`config.mk`:
```
export PLATFORM = sky130hd
export DESIGN_NAME = rv64g_l2_dir_ctrl
export DESIGN_NICKNAME = d
export VERILOG_FILES = /design/src/rtl/rv64g_l2_pkg.sv /design/src/rtl/rv64g_l2_probe_tracker.sv /design/src/rtl/rv64g_l2_dir_ctrl.sv
export SDC_FILE = /design/constraint.sdc
export NUM_CORES = 1
export LEC_CHECK = 0
export ABC_CLOCK_PERIOD_IN_PS = 6770
export CORE_MARGIN = 1
export CORE_UTILIZATION = 41
export CTS_CLUSTER_SIZE = 28
export DETAILED_ROUTE_END_ITERATION = 10
export HOLD_SLACK_MARGIN = 0.05
export PLACE_DENSITY = 0.91
export SYNTH_ARGS = -nofsm -noshare
export SYNTH_HDL_FRONTEND = slang
export SYNTH_SLANG_ARGS = --single-unit
```
`constraint.sdc`:
```
create_clock -name clk -period 6.77 [get_ports clk]
set_input_delay 1.0155 -clock clk [delete_from_list [all_inputs] [get_ports clk]]
set_output_delay 1.0155 -clock clk [all_outputs]
set_load 0.05 [all_outputs]
```
`src/rtl/rv64g_l2_pkg.sv`:
```
// Shared encodings for the L2 directory coherence controller: permissions,
// grant caps, controller states and the onehot helper.
package rv64g_l2_pkg;

  localparam logic [1:0] PERM_NTOB = 2'd0;
  localparam logic [1:0] PERM_NTOT = 2'd1;
  localparam logic [1:0] PERM_BTOT = 2'd2;

  localparam logic CAP_BRANCH = 1'b0;
  localparam logic CAP_TRUNK  = 1'b1;

  localparam int unsigned MAX_CORES = 64;

  typedef enum logic [2:0] {
    S_IDLE,
    S_READ,
    S_PSEND,
    S_PWAIT,
    S_WRITE,
    S_GRANT
  } state_e;

  // Callers truncate the result to their own core count.
  function automatic logic [MAX_CORES-1:0] onehot(input logic [31:0] id);
    return {{(MAX_CORES-1){1'b0}}, 1'b1} << id;
  endfunction

endpackage

```
`src/rtl/rv64g_l2_probe_tracker.sv`:
```
// Outstanding-probe bookkeeping: pending mask, ack filtering and the sticky
// flag recording whether any real ack returned dirty data.
module rv64g_l2_probe_tracker
  import rv64g_l2_pkg::*;
#(
  parameter  int CORES = 4,
  localparam int CW    = $clog2(CORES)
) (
  input  logic             clk,
  input  logic             rst_n,
  input  logic             load_i,
  input  logic [CORES-1:0] load_mask_i,
  input  logic             active_i,
  input  logic             ack_valid_i,
  input  logic [CW-1:0]    ack_src_i,
  input  logic             ack_dirty_i,
  output logic             dirty_seen_o,
  output logic             done_o
);

  logic [CORES-1:0] pending, pending_nxt, ack_oh;
  logic             ack_hit;

  assign ack_oh      = CORES'(onehot(32'(ack_src_i)));
  // Acks from cores that are not pending are dropped entirely, dirty bit included.
  assign ack_hit     = active_i & ack_valid_i & (|(pending & ack_oh));
  assign pending_nxt = ack_hit ? (pending & ~ack_oh) : pending;
  assign done_o      = ~|pending_nxt;

  always_ff @(posedge clk or negedge rst_n) begin
    if (!rst_n) begin
      pending      <= '0;
      dirty_seen_o <= 1'b0;
    end else if (load_i) begin
      pending      <= load_mask_i;
      dirty_seen_o <= 1'b0;
    end else begin
      pending <= pending_nxt;
      if (ack_hit && ack_dirty_i) dirty_seen_o <= 1'b1;
    end
  end

endmodule

```
`src/rtl/rv64g_l2_dir_ctrl.sv`:
```
// Single-transaction coherence controller: reads a directory entry, probes
// other cores as needed, writes the updated entry back and issues the Grant.
module rv64g_l2_dir_ctrl
  import rv64g_l2_pkg::*;
#(
  parameter  int SETS  = 256,
  parameter  int WAYS  = 16,
  parameter  int CORES = 4,
  localparam int SW    = $clog2(SETS),
  localparam int WW    = $clog2(WAYS),
  localparam int CW    = $clog2(CORES)
) (
  input  logic                  clk,
  input  logic                  rst_n,
  input  logic                  req_valid_i,
  output logic                  req_ready_o,
  input  logic [SW-1:0]         req_set_i,
  input  logic [WW-1:0]         req_way_i,
  input  logic [CW-1:0]         req_src_i,
  input  logic [1:0]            req_perm_i,
  output logic [SW-1:0]         dir_rd_set_o,
  input  logic [WAYS-1:0]       dir_rd_valid_i,
  input  logic [WAYS*CORES-1:0] dir_rd_sharers_i,
  input  logic [WAYS-1:0]       dir_rd_owner_valid_i,
  input  logic [WAYS*CW-1:0]    dir_rd_owner_id_i,
  input  logic [WAYS-1:0]       dir_rd_dirty_i,
  output logic                  dir_we_o,
  output logic [SW-1:0]         dir_wr_set_o,
  output logic [WW-1:0]         dir_wr_way_o,
  output logic                  dir_wr_valid_o,
  output logic [CORES-1:0]      dir_wr_sharers_o,
  output logic                  dir_wr_owner_valid_o,
  output logic [CW-1:0]         dir_wr_owner_id_o,
  output logic                  dir_wr_dirty_o,
  output logic                  probe_valid_o,
  input  logic                  probe_ready_i,
  output logic [CORES-1:0]      probe_mask_o,
  output logic                  probe_to_n_o,
  input  logic                  ack_valid_i,
  input  logic [CW-1:0]         ack_src_i,
  input  logic                  ack_dirty_i,
  output logic                  wb_dirty_o,
  output logic                  grant_valid_o,
  input  logic                  grant_ready_i,
  output logic [CW-1:0]         grant_src_o,
  output logic                  grant_perm_o,
  output logic                  busy_o
);

  typedef struct packed {
    logic [SW-1:0] set;
    logic [WW-1:0] way;
    logic [CW-1:0] src;
    logic [1:0]    perm;
  } req_t;

  typedef struct packed {
    logic             v;
    logic [CORES-1:0] s;
    logic             ov;
    logic [CW-1:0]    oid;
    logic             d;
  } ent_t;

  state_e           state;
  req_t             req_q;
  ent_t             ent_q, rd_ent;
  logic [CORES-1:0] mask_q, mask_c, oh_src, oh_oid_rd, oh_oid_q;
  logic             to_n_q, is_ntob, dirty_seen, trk_done, wb_c;

  assign dir_rd_set_o = req_q.set;
  assign is_ntob      = (req_q.perm == PERM_NTOB);

  always_comb begin
    rd_ent.v   = dir_rd_valid_i[req_q.way];
    rd_ent.s   = dir_rd_sharers_i[req_q.way*CORES +: CORES];
    rd_ent.ov  = dir_rd_owner_valid_i[req_q.way];
    rd_ent.oid = dir_rd_owner_id_i[req_q.way*CW +: CW];
    rd_ent.d   = dir_rd_dirty_i[req_q.way];
  end

  assign oh_src    = CORES'(onehot(32'(req_q.src)));
  assign oh_oid_rd = CORES'(onehot(32'(rd_ent.oid)));
  assign oh_oid_q  = CORES'(onehot(32'(ent_q.oid)));

  // Branch requests only disturb a foreign owner; trunk requests strip every other holder.
  always_comb begin
    mask_c = '0;
    if (is_ntob) begin
      if (rd_ent.v && rd_ent.ov && (rd_ent.oid != req_q.src)) mask_c = oh_oid_rd;
    end else if (rd_ent.v) begin
      mask_c = (rd_ent.s | (rd_ent.ov ? oh_oid_rd : '0)) & ~oh_src;
    end
  end

  rv64g_l2_probe_tracker #(.CORES(CORES)) u_trk (
    .clk         (clk),
    .rst_n       (rst_n),
    .load_i      (state == S_READ),
    .load_mask_i (mask_c),
    .active_i    ((state == S_PSEND) || (state == S_PWAIT)),
    .ack_valid_i (ack_valid_i),
    .ack_src_i   (ack_src_i),
    .ack_dirty_i (ack_dirty_i),
    .dirty_seen_o(dirty_seen),
    .done_o      (trk_done)
  );

  // Entry to write back; a demoted owner becomes a sharer and its dirt moves to L2.
  always_comb begin
    dir_wr_sharers_o     = '0;
    dir_wr_owner_valid_o = 1'b0;
    dir_wr_owner_id_o    = '0;
    dir_wr_dirty_o       = 1'b0;
    wb_c                 = dirty_seen;
    if (is_ntob) begin
      dir_wr_sharers_o = (ent_q.v ? ent_q.s : '0) | oh_src | ((mask_q != '0) ? oh_oid_q : '0);
      wb_c             = dirty_seen | (ent_q.v & ent_q.d);
    end else begin
      dir_wr_owner_valid_o = 1'b1;
      dir_wr_owner_id_o    = req_q.src;
      dir_wr_dirty_o       = ent_q.v & ent_q.ov & (ent_q.oid == req_q.src) & ent_q.d;
      wb_c                 = dirty_seen | (ent_q.v & ent_q.ov & ent_q.d & (ent_q.oid != req_q.src));
    end
  end

  assign dir_wr_set_o   = req_q.set;
  assign dir_wr_way_o   = req_q.way;
  assign dir_wr_valid_o = 1'b1;
  assign wb_dirty_o     = dir_we_o & wb_c;
  assign probe_mask_o   = mask_q;
  assign probe_to_n_o   = to_n_q;
  assign grant_src_o    = req_q.src;
  assign grant_perm_o   = is_ntob ? CAP_BRANCH : CAP_TRUNK;

  always_ff @(posedge clk or negedge rst_n) begin
    if (!rst_n) begin
      state         <= S_IDLE;
      req_q         <= '0;
      ent_q         <= '0;
      mask_q        <= '0;
      to_n_q        <= 1'b0;
      req_ready_o   <= 1'b1;
      busy_o        <= 1'b0;
      probe_valid_o <= 1'b0;
      dir_we_o      <= 1'b0;
      grant_valid_o <= 1'b0;
    end else begin
      case (state)
        S_IDLE: if (req_valid_i) begin
          req_q       <= '{set: req_set_i, way: req_way_i, src: req_src_i, perm: req_perm_i};
          req_ready_o <= 1'b0;
          busy_o      <= 1'b1;
          state       <= S_READ;
        end
        S_READ: begin
          ent_q  <= rd_ent;
          mask_q <= mask_c;
          to_n_q <= !is_ntob;
          if (mask_c == '0) begin
            dir_we_o <= 1'b1;
            state    <= S_WRITE;
          end else begin
            probe_valid_o <= 1'b1;
            state         <= S_PSEND;
          end
        end
        S_PSEND: if (probe_ready_i) begin
          probe_valid_o <= 1'b0;
          state         <= S_PWAIT;
        end
        S_PWAIT: if (trk_done) begin
          dir_we_o <= 1'b1;
          state    <= S_WRITE;
        end
        S_WRITE: begin
          dir_we_o      <= 1'b0;
          grant_valid_o <= 1'b1;
          state         <= S_GRANT;
        end
        S_GRANT: if (grant_ready_i) begin
          grant_valid_o <= 1'b0;
          req_ready_o   <= 1'b1;
          busy_o        <= 1'b0;
          state         <= S_IDLE;
        end
        default: state <= S_IDLE;
      endcase
    end
  end

endmodule

```
==> impl_metrics.tcl <==
set metrics [dict create \
    hpwl_um 8890 \
    skew_ns 0.00427 \
    vdd_drop_max_mv 0.188 \
    critPathArrivalTime_ns 2.62 \
    cp_max_fo 3 \
    reg2reg_slack_ns 3.50 \
    critPathMaxStageDelay_ns 0.71 \
    synth_area_um2 3500 \
    core_um2 8260 \
    grt_pass1_wl_um 16800 \
    grtUsageTotal 0.250 \
    cts_resized 0 \
    ys_warn_count 0 \
    wl_per_cell_um 17.9 \
    highest_layer "met4" \
    finalSetupViolations 0 \
    cpMaxStageDelayCell "clkdlybuf4s50_1" \
    path_cells "nor4_1, nor2b_1, a222oi_1, nor2_1, clkdlybuf4s50_1" \
    nets 657 \
    crit_family "simple AND/OR/NAND/NOR gates" \
    r2r_end "u_trk.pending[0]$_DFF_PN0_" \
    die_y_um 94.4 \
    antenna_found_initial 0 \
    fin_tns_setup_ns 0 \
    power.leakage_uw 0.00218 \
    num_io_pins 212 \
    worst_hold_path_type "reg -> reg" \
    async_reset_ff_frac 1.00 \
    yosys_most_used_dff "dfrtp_1" \
    drtIter0Drc 123 \
    drc_errors 0 \
    syn_area_per_cell_um2 11.2 \
    clkSlewWorstSetupHoldPaths_ns 0.08 \
    finalCritPeriodShare 0.537 \
    ff2ff_path_depth 8 \
    routed-wl-met3_um 692 \
    root_buffer "clkbuf_8" \
    cp_data_required_time_ns 5.75 \
    grt_max_degree 44 \
    vias 3284 \
    min_path_cells 2 \
    clock-sinks 43 \
    synth_top_area_frac 0.300 \
    m1WireLength_um 3590 \
    min_to "ent_q[0]$_DFFE_PN0P_" \
    die_area_um2 8910 \
    cts_buffers 5 \
    tightest_slew_ns 1.08 \
    viasPerCell 5.53 \
    hp-start "ent_q[0]$_DFFE_PN0P_" \
    cts_tree "yes" \
    synth_edf_count 0 \
    hold_viol 0 \
    portBuffers 210 \
    grt_pass1_vias 3561 \
    p_per_area_nw_per_um2 461 \
    gp_congestion 0.854 \
    initial_utilization 0.424 \
    design_area_um2 5520 \
    syn_inst 313 \
    nFillCells 649 \
    slew_headroom 0.279 \
    placementRows 33 \
    rr_startpoint "dir_wr_way_o[0]$_DFFE_PN0P_" \
    clk_path_buf_depth 2 \
    dr.pass1.iters 4 \
    wirelength_um 10700 \
    diodes 0 \
    syn_to_final_growth_pct 57.6 \
    path_buf_inv 1 \
    crit_path_end_kind "output port" \
    drtAntennaViolNets 0 \
    yosys.cell_types.count 56 \
    cts_setup_buffers 0 \
    cts_max_level 2 \
    drive_above_1_share 0.153 \
    crit_type "reg -> out" \
    maxCapViolations 0 \
    insertion_delay_ns 0.30 \
    clock.fmax_mhz 275 \
    status "finished clean" \
    rsz0062_at_grt "no" \
    seq_area_frac_synth 0.308 \
    placed_area_um2 5430 \
    ctsHoldBuffers 0 \
    synth_area_leaders "dfrtp_1, mux4_2, buf_4" \
    die_w_um 94.4 \
    synth-seq-cells 43 \
    yosys.area.top_type "dfrtp_1" \
    drv_slew 0 \
    min_period_ns 3.63 \
    grt_remaining_overflow 0 \
    dr_wl_met2_um 6020 \
    syn_nets 482 \
    cp-start-kind "register" \
]
-- state kept, by name, summed over array words and instances (netlist names) --
name,count
grant_valid_o,1
ent_q,9
req_ready_o,1
grant_src_o,2
dir_we_o,1
dir_wr_way_o,4
busy_o,1
u_trk.pending,4
probe_to_n_o,1
state,3
req_q,2
probe_valid_o,1
u_trk.dirty_seen_o,1
dir_rd_set_o,8
probe_mask_o,4
-- worst reg2reg max path: stages, from the launching register on --
cell and delay (ns):
dfrtp_2 1.08, mux4_2 0.62, and2_1 0.16, o21ba_2 0.22
nor2b_4 0.20, xnor2_1 0.10, o2111ai_2 0.31, o221ai_1 0.20
a21boi_1 0.22
-- placed cells by master (no fill, tap or decap), drive strengths merged, types with 2 or more instances in the layout --
cell type      count
nand3b             2
a31oi              4
mux2i             15
clkdlybuf4s50    209
a222oi             2
nand2b             3
o21ai             12
xnor2              3
nor4               2
nor2              18
dfrtp             42
nor2b              4
buf                3
a21o               4
clkinv             5
nand3              8
o31ai              2
mux2              14
a21oi              9
a21boi             3
a2bb2oi            2
and2               4
o211ai             2
o21a               4
clkbuf             5
and3               3
nand2             45
inv                3
a31o               2
mux4              40
-- where the power goes --
| part | switching (uW) | total, uW | leakage (uW) | internal (uW) |
|---|---|---|---|---|
| logic | 972 | 1800 | 0.00162 | 830 |
| clock network | 88.5 | 159 | 0.0000477 | 70.6 |
| registers | 204 | 584 | 0.000519 | 380 |
| total | 1260 | 2550 | 0.00218 | 1280 |
-- cells by family (layout without fill, tap and decap cells) --
group,count (synthesis),after routing,share of synthesized area
other,1,1,0.00107
muxes,69,69,0.348
AOI/OAI and AO/OA,56,56,0.119
xor gates and xnor gates,3,3,0.00751
and+or+nand+nor,92,92,0.122
DFF,43,43,0.308
buffers and inverters,49,225,0.0944
-- cell type report --
class	instances	area [um2]	share of cell area
Sequential cell	43	1080	0.196
Timing Repair Buffer	212	2110	0.383
Clock inverter	3	15.0	0.00272
Multi-Input combinational cell	221	2090	0.379
Tap cell	105	131	0.0238
Clock buffer	5	68.8	0.0125
Inverter	5	18.8	0.00340
-- cell usage after synthesis, drive strengths merged, types with 2 or more instances --
library cell / number
a21oi: 9
nand2b: 3
nor4: 2
nor2b: 4
a31oi: 4
o211ai: 2
buf: 35
o21a: 4
o31ai: 2
nor2: 18
clkinv: 2
and3: 3
a21o: 4
a2bb2oi: 2
o21ai: 12
and2: 4
a31o: 2
xnor2: 3
dfrtp: 42
nand3: 8
mux4: 40
inv: 3
a222oi: 2
clkbuf: 9
nand2: 45
nand3b: 2
mux2i: 15
a21boi: 3
mux2: 14
-- through the flow --
stage / setup WS, ns / hold slack (ns) / std cells / utilization / total power [uW]
4_1_cts: 3.17 / 0.491 / 594 / 0.668 / 2560
6_report: 3.14 / 0.488 / 594 / 0.668 / 2550
5_1_grt: 3.06 / 0.518 / 594 / 0.668 / 2720
3_5_place_dp: 3.29 / 0.472 / 586 / 0.658 / 2400
3_3_place_gp: 3.42 / 0.466 / 586 / 0.658 / 2350
2_1_floorplan: 3.27 / 0.446 / 313 / - / 2000
-- worst max path at each step --
stage	start	to	slack, ns	depth (start not counted)
after floorplan	grant_src_o[0]$_DFFE_PN0P_	dir_wr_dirty_o	3.27	4
after global placement	dir_rd_owner_id_i[4]	u_trk.pending[0]$_DFF_PN0_	3.42	9
after detailed placement	dir_rd_owner_id_i[14]	u_trk.pending[0]$_DFF_PN0_	3.29	8
after CTS	probe_mask_o[1]$_DFFE_PN0P_	dir_wr_sharers_o[3]	3.17	5
after global routing	probe_mask_o[0]$_DFFE_PN0P_	dir_wr_sharers_o[3]	3.06	5
final	probe_mask_o[1]$_DFFE_PN0P_	dir_wr_sharers_o[3]	3.14	5
-- routing by layer --
| metal | global-route usage | vias to the layer above |
|---|---|---|
| li1 | - | 1511 |
| met1 | 0.247 | 1582 |
| met2 | 0.489 | 164 |
| met3 | 0.0531 | 27 |
| met4 | 0.118 | 0 |
| met5 | 0 | - |
No activity file was read; power rests on OpenSTA's default activity.
